$ cat config.mk
export PLATFORM = sky130hd
export DESIGN_NAME = load_store_unit
export DESIGN_NICKNAME = d
export VERILOG_FILES = /design/src/rtl/load_store_unit.sv
export SDC_FILE = /design/constraint.sdc
export NUM_CORES = 1
export LEC_CHECK = 0
export ABC_AREA = 1
export CAP_MARGIN = 40
export CORE_ASPECT_RATIO = 1.1
export CORE_MARGIN = 2
export CORE_UTILIZATION = 40
export CTS_CLUSTER_DIAMETER = 30
export DETAILED_ROUTE_END_ITERATION = 16
export PLACE_DENSITY = 0.74
export SKIP_LAST_GASP = 1
export SLEW_MARGIN = 20
export SYNTH_ARGS = -nofsm -noshare
export SYNTH_HDL_FRONTEND = slang
export SYNTH_SLANG_ARGS = --single-unit
$ cat constraint.sdc
create_clock -name clk -period 11.5 [get_ports clk]
set_clock_uncertainty 0.1 [all_clocks]
set_input_delay 1.15 -clock clk [delete_from_list [all_inputs] [get_ports clk]]
set_output_delay 1.15 -clock clk [all_outputs]
set_load 0.005 [all_outputs]
$ cat src/rtl/load_store_unit.sv
// Memory-access stage: issues word-aligned data-memory requests from
// execute and returns the raw read word and byte offset to retire.
package lsu_pkg;

    typedef enum logic [4:0] {
        NOP, ADD, SUB, XOR, OR, AND, SLL, SRL, SRA, SLT,
        LUI, AUIPC, JAL, JALR, BEQ, BNE,
        LB, LBU, LH, LHU, LW, SB, SH, SW
    } iType_e;

endpackage

module load_store_unit
    import lsu_pkg::*;
#(
    parameter int TIMEOUT_CYCLES = 255
) (
    input  logic        clk,
    input  logic        reset,
    input  logic        valid_i,
    input  iType_e      instruction_operation_i,
    input  logic [31:0] address_i,
    input  logic [31:0] store_data_i,
    output logic        ready_o,
    output logic        mem_operation_enable_o,
    output logic [31:0] mem_address_o,
    output logic [3:0]  mem_write_enable_o,
    output logic [31:0] mem_write_data_o,
    input  logic        mem_ready_i,
    input  logic [31:0] mem_data_i,
    output logic        done_o,
    output logic [31:0] load_data_o,
    output logic [1:0]  offset_o,
    output logic        misaligned_o,
    output logic        bus_error_o
);

    typedef enum logic {IDLE, REQUEST} state_e;

    localparam logic [15:0] LAST = 16'(TIMEOUT_CYCLES - 1);

    state_e      state;
    state_e      state_next;
    logic [15:0] count;
    logic        load_q;

    logic        is_mem;
    logic        is_load;
    logic        is_half;
    logic        is_word;
    logic        misaligned;
    logic        handshake;
    logic        accept;
    logic        finish;
    logic        timeout;
    logic [3:0]  strobe;
    logic [31:0] wdata;

    assign ready_o                = (state == IDLE);
    assign mem_operation_enable_o = (state == REQUEST);

    // Classify the incoming operation and check its alignment.
    always_comb begin
        is_mem  = 1'b0;
        is_load = 1'b0;
        is_half = 1'b0;
        is_word = 1'b0;
        case (instruction_operation_i)
            LB, LBU: begin is_mem = 1'b1; is_load = 1'b1; end
            LH, LHU: begin is_mem = 1'b1; is_load = 1'b1; is_half = 1'b1; end
            LW:      begin is_mem = 1'b1; is_load = 1'b1; is_word = 1'b1; end
            SB:      begin is_mem = 1'b1; end
            SH:      begin is_mem = 1'b1; is_half = 1'b1; end
            SW:      begin is_mem = 1'b1; is_word = 1'b1; end
            default: ;
        endcase
        misaligned = (is_half & address_i[0])
                   | (is_word & (address_i[1:0] != 2'b00));
        handshake  = valid_i & ready_o & is_mem;
        accept     = handshake & ~misaligned;
    end

    // Byte strobes and lane-replicated store data.
    always_comb begin
        strobe = 4'b0000;
        wdata  = 32'h0;
        if (!is_load) begin
            unique case (1'b1)
                is_word: begin
                    strobe = 4'b1111;
                    wdata  = store_data_i;
                end
                is_half: begin
                    strobe = address_i[1] ? 4'b1100 : 4'b0011;
                    wdata  = {2{store_data_i[15:0]}};
                end
                default: begin
                    strobe = 4'b0001 << address_i[1:0];
                    wdata  = {4{store_data_i[7:0]}};
                end
            endcase
        end
    end

    // State register.
    always_ff @(posedge clk or posedge reset) begin
        if (reset) state <= IDLE;
        else       state <= state_next;
    end

    // Next state; memory response wins over the timeout.
    always_comb begin
        state_next = state;
        finish     = 1'b0;
        timeout    = 1'b0;
        case (state)
            IDLE: begin
                if (accept) state_next = REQUEST;
            end
            REQUEST: begin
                if (mem_ready_i) begin
                    finish     = 1'b1;
                    state_next = IDLE;
                end else if (count == LAST) begin
                    timeout    = 1'b1;
                    state_next = IDLE;
                end
            end
            default: state_next = IDLE;
        endcase
    end

    // Request registers, wait counter, load capture and status pulses.
    always_ff @(posedge clk or posedge reset) begin
        if (reset) begin
            count              <= 16'h0;
            load_q             <= 1'b0;
            mem_address_o      <= 32'h0;
            mem_write_enable_o <= 4'b0000;
            mem_write_data_o   <= 32'h0;
            offset_o           <= 2'b00;
            load_data_o        <= 32'h0;
            done_o             <= 1'b0;
            misaligned_o       <= 1'b0;
            bus_error_o        <= 1'b0;
        end else begin
            done_o       <= finish;
            bus_error_o  <= timeout;
            misaligned_o <= handshake & misaligned;
            if (accept) begin
                count              <= 16'h0;
                load_q             <= is_load;
                mem_address_o      <= {address_i[31:2], 2'b00};
                mem_write_enable_o <= strobe;
                mem_write_data_o   <= wdata;
                offset_o           <= address_i[1:0];
            end else if (state == REQUEST && !mem_ready_i) begin
                count <= count + 16'd1;
            end
            if (finish && load_q) load_data_o <= mem_data_i;
        end
    end

endmodule

; Yosys cells after proc, flatten, opt, wreduce, memory -nomap -nowiden
; Index checks and enable logic that the tools add are counted.
[totals]
input_bits = 105
register_bits = 121
elab_cells = 60
output_inout_bits = 107
[op_classes]
mux = 20
addsub = 1
reduce_logical = 9
n_eq_ne = 9
bitwise_logic = 9
shifts = 1
[ops]
columns = op, n
row1 = 32-bit one-hot mux with 2 select lines, 1
row2 = 5-bit equality test (second input constant), 8
row3 = 16-bit 2-to-1 mux, 2
row4 = 32-bit 2-to-1 mux, 1
row5 = 16-bit by 1-bit adder with 16-bit output (second input constant), 1
row6 = 16-bit by 8-bit equality test with 1-bit output (second input constant), 1
row7 = 1-bit 2-to-1 mux, 12
row8 = 4-bit 2-to-1 mux, 2
row9 = 4-bit one-hot mux with 2 select lines, 1
row10 = 8-bit OR reduction, 1
row11 = 1-bit bitwise AND, 6
row12 = 5-bit OR reduction, 1
row13 = 2-bit nonzero test, 2
row14 = 1-bit by 2-bit left shift with 4-bit output (first input constant), 1
row15 = 3-bit OR reduction, 1
row16 = 1-bit logical AND, 2
row17 = 1-bit inverter, 2
row18 = 1-bit one-hot mux with 2 select lines, 1
row19 = 2-bit OR reduction, 1
row20 = 1-bit zero test, 1
row21 = 1-bit bitwise OR, 1

; Longest topological paths before layout
[depth]
word_depth = 9
depth_mapped = 10
depth_no_buf = 9

; Worst setup path before layout
; No wires, ideal clock.
[synth_timing]
path_kind = input to register
start = in instruction_operation_i[1]
end = reg mem_address_o[10]
path_stages = 10
t_required_ps = 11284
setup_ps = 116
slack_ps = 9145
t_arrival_ps = 2138
path_buffers = 2
path_cell_list = buf_6 nor2_1 nand3_2 nand2_2 nand2_1 nand3_4 inv_2 buf_2 nand2_1 nand2_1
[synth_via]
elab_chain_cells = 7
elab_cells_between_ends = 20
cone_classes = 8 x eq/ne / 3 x mux / 6 x bitwise / 3 x reduce/logical
[synth_rtl]
columns = item, line_no
row1 = "start, declared", 21  ; input iType_e instruction_operation_i,
row2 = 5-bit equality test, 68  ; case (instruction_operation_i)
row3 = 3-bit OR reduction (no source line) or 2-bit OR reduction (tied branches), --
row4 = 1-bit 2-to-1 mux, 68
row5 = "1-bit bitwise AND, on equally long branches", "77, 78"
row6 = 1-bit bitwise OR, 78  ; | (is_word & (address_i[1:0] != 2'b00));
row7 = 1-bit inverter, 80  ; accept = handshake & ~misaligned;
row8 = 1-bit bitwise AND *, 80
row9 = "end signal, assigned", 153  ; mem_address_o <= {address_i[31:2], 2'b00};
row10 = "end, declared", 26  ; output logic [31:0] mem_address_o,
; Mark *: on every way between the ends. The rest lies on a longest branch, timed or not.
; A chain may end at the register's enable or synchronous reset.

; Final worst setup path
[layout_timing]
start = in instruction_operation_i[1]
end = reg count[2]
[layout_via]
elab_chain_cells = 8
elab_cells_between_ends = 22
cone_classes = 8 x eq/ne / 4 x mux / 6 x bitwise / 4 x reduce/logical
[layout_rtl]
columns = item, line_no
row1 = 5-bit equality test, 68
row2 = 3-bit OR reduction (no source line) or 2-bit OR reduction (tied branches), --
row3 = 1-bit 2-to-1 mux, 68
row4 = "1-bit bitwise AND, on equally long branches", "77, 78"
row5 = 1-bit bitwise OR, 78
row6 = 1-bit inverter, 80
row7 = 1-bit bitwise AND *, 80
row8 = 16-bit 2-to-1 mux or 2-bit nonzero test (tied branches), --
row9 = "end signal, assigned", 158  ; count <= count + 16'd1;
row10 = "end, declared", 44  ; logic [15:0] count;
; Marked as above.

==> flow_summary.toml <==
[grt]
grt_pass1_wl_um = 23500
grt_use_total_pct = 20.2
antenna_found_initial = 0
globalRouteOverflowTotal = 0
grt_max_degree = 74
grt_pass1_vias = 4898

[worst_setup_path]
critPathMaxFanout = 73
crit_slowest_cell = "clkdlybuf4s50_1"
endpoint_kind = "flip-flop"
slowest_delay_ns = 0.70
worstPathArrival_ns = 4.43
critPathTopFamily = "buffers and inverters"
timing_worst_setup_path_type = "input pin to flip-flop"
crit_chain = "clkdlybuf4s50_1, nand2_1, nand3b_1, nand2_2, nand2_1, nand3_4, buf_4, inv_2, or2_1, inv_1"
cp.buffers_inverters = 4
startpoint_type = "input pin"
cp.required_ns = 11.75
r2r_slack_ns = 8.93
cpMostUsedCell = "nand2_1"

[sta]
worst_slew_pin_slew_ns = 0.700
fmax_mhz = 239
slew-limit-headroom_pct = 53.3
finalCritPeriodShare_pct = 36.4
setup_viol = 0
tns_ns = 0
hold_viol = 0
slew_violations = 0
worst_slack_ns = 7.32
fin_crit_ns = 4.18
rsz0062_at_grt = "no"

[route]
totalWireLength_um = 14900
drtIter0Drc = 430
ant_nets = 0
dr.pass1.iters = 5
routedWlPerCell_um = 14.6
vias = 4915
drc = 0
viasPerCell = 4.81

[place]
pre_cts_ws_ns = 6.89
placed_area_sq_um = 7670
gp_congestion = 0.866
dp_hpwl_um = 10800
placed_cells = 989
io_buffers = 209

[final_layout]
area_growth_pct = 51.0
nets = 932
utilization_pct = 62.5
n_antenna_cell = 0
layout-drive-gt1-share_pct = 10.2
final_area_sq_um = 8320
finalNonFillerCells = 1021

[clock_tree]
numCtsBuffers = 17
post_cts_resized = 0
cts.path.max_buffers = 2
htreeDepth = 4
clk_pin_slew_ns = 0.06
cts.sinks = 121
clockRootBuffer = "clkbuf_16"
post_cts_buffers = 0
ctsHoldBuffers = 0
worstSkewPairLatency_ns = 0.41
cts_tree = "yes"

[worst_hold_path]
worstHoldPathType = "flip-flop to flip-flop"

[power]
switching_share_pct = 24.9
internal-power_uw = 1120
powerDensity_nw_per_um2 = 180
pwr-share-comb_pct = 24.3
p_switching_uw = 373
clkPwrFrac_pct = 37.5
power_frac_seq_pct = 38.2
p_leak_uw = 0.00398
irDropWorstVdd_v = 0.0000862

[status]
status = "finished, final reports clean"

[logic_synthesis]
synth_top_family_by_area = "simple AND/OR/NAND/NOR gates"
synth_compound_area_share_pct = 5.61
syn_inst = 620
yosysUniqueCellTypes = 34
synthAdderAreaFrac_pct = 0.454
synth_seq_cells = 121
yosys.area_share.simple_pct = 24.8
seq_area_frac_synth_pct = 54.9
synthMuxAreaShare_pct = 6.54
syn_area_per_cell_sq_um = 8.89
synthesis.area_sq_um = 5510
yosysWarnings = 0
synthXorXnorAreaFrac_pct = 0.477

[die]
core_area_sq_um = 13300
die_h_um = 127
die-area_sq_um = 14700
num_rows = 44
pin_count = 212
die_x_um = 116
start_util_pct = 41.4

[run]
drv_cap = 0
worst register-to-register path, stage by stage (launching register included):
cell and delay (ns):
dfrtp_1 0.35, inv_1 0.07, nand2_1 0.12, nor2_4 0.06
nand3_4 0.29, buf_4 0.65, inv_2 0.48, or2_1 0.34
inv_1 0.05
Yosys cell counts (all sizes together):
cell type / instances / area, sq um
a21boi: 1 / 7.51
a21oi: 2 / 10.0
buf: 26 / 190
clkbuf: 3 / 12.5
clkinv: 1 / 3.75
conb: 1 / 3.75
dfrtp: 121 / 3030
ha: 2 / 25.0
inv: 50 / 188
mux2: 32 / 360
nand2: 249 / 942
nand3: 30 / 168
nand3b: 1 / 7.51
nand4: 13 / 81.3
nor2: 25 / 116
nor3: 4 / 25.0
nor4: 2 / 12.5
o211ai: 9 / 67.6
o21ai: 41 / 209
o21bai: 2 / 15.0
or2: 2 / 12.5
xor2: 3 / 26.3
layer usage:
| layer | global-route usage, % | up-vias | wire (um) |
|---|---|---|---|
| li1 | - | 2373 | - |
| met1 | 23.8 | 2291 | 5970 |
| met2 | 34.1 | 220 | 7430 |
| met3 | 5.17 | 31 | 1030 |
| met4 | 9.73 | 0 | 461 |
| met5 | 0 | - | 0 |
cell usage in the layout (no fill, tap or decap), types with 4 or more instances in the layout:
| master | Yosys | final |
|---|---|---|
| buf_4 | 4 | 4 |
| bufinv_16 | 0 | 4 |
| clkbuf_16 | 0 | 17 |
| clkdlybuf4s50_1 | 0 | 209 |
| clkinvlp_4 | 0 | 4 |
| dfrtp_1 | 121 | 121 |
| inv_1 | 47 | 46 |
| mux2_2 | 32 | 32 |
| nand2_1 | 246 | 246 |
| nand3_1 | 28 | 28 |
| nand4_1 | 13 | 13 |
| nor2_1 | 20 | 20 |
| o211ai_1 | 9 | 9 |
| o21ai_0 | 40 | 40 |
power by group through the flow:
stage                     combinational [uW]  clock, uW  sequential (uW)
after floorplan                          113          0              578
after global placement                   359          0              575
after detailed placement                 367          0              577
after CTS                                368        571              573
after global routing                     395        591              583
final                                    364        561              572
layout make-up:
cell class | instances | area, sq um
Multi-Input combinational cell | 420 | 2090
Fill cell | 1125 | 5000
Timing Repair Buffer | 214 | 2150
Clock buffer | 19 | 453
Inverter | 51 | 194
Sequential cell | 121 | 3030
Tap cell | 184 | 230
Clock inverter | 12 | 174
sequential cells by signal, indices dropped and copies added, names as in the netlist, 2 cells and up:
register and flops:
mem_write_enable_o 4, count 16, offset_o 2, mem_address_o 30, load_data_o 32, mem_write_data_o 32
worst paths after layout:
| check | from | end | depth (start not counted) |
|---|---|---|---|
| max | instruction_operation_i[1] | count[2]$_DFFE_PP0P_ | 10 |
| min | mem_address_o[22]$_DFFE_PP0P_ | mem_address_o[22]$_DFFE_PP0P_ | 2 |
| max reg2reg | mem_operation_enable_o$_DFF_PP0_ | count[2]$_DFFE_PP0P_ | 8 |
| min reg2reg | mem_address_o[22]$_DFFE_PP0P_ | mem_address_o[22]$_DFFE_PP0P_ | 2 |
| max in group asynchronous | reset | load_data_o[31]$_DFFE_PP0P_ | 4 |
| min in group asynchronous | reset | load_data_o[10]$_DFFE_PP0P_ | 2 |
kinds of logic (layout without fill, tap and decap cells):
group                    count (synthesis)  after routing
AO/OA/AOI/OAI                           55             55
XOR/XNOR                                 3              3
multiplexers                            32             32
AND/OR/NAND/NOR                        326            326
flip-flops                             121            121
other                                    1              2
buffers and inverters                   80            296
adder cells (fa/ha/maj)                  2              2
per-stage QoR:
step | total power [uW] | hold slack [ns]
floorplan | 691 | 0.353
global route | 1570 | 0.394
detailed placement | 943 | 0.365
global placement | 934 | 0.363
CTS | 1510 | 0.381
finish | 1500 | 0.376
Note: power is estimated with default switching activity, not from simulation.
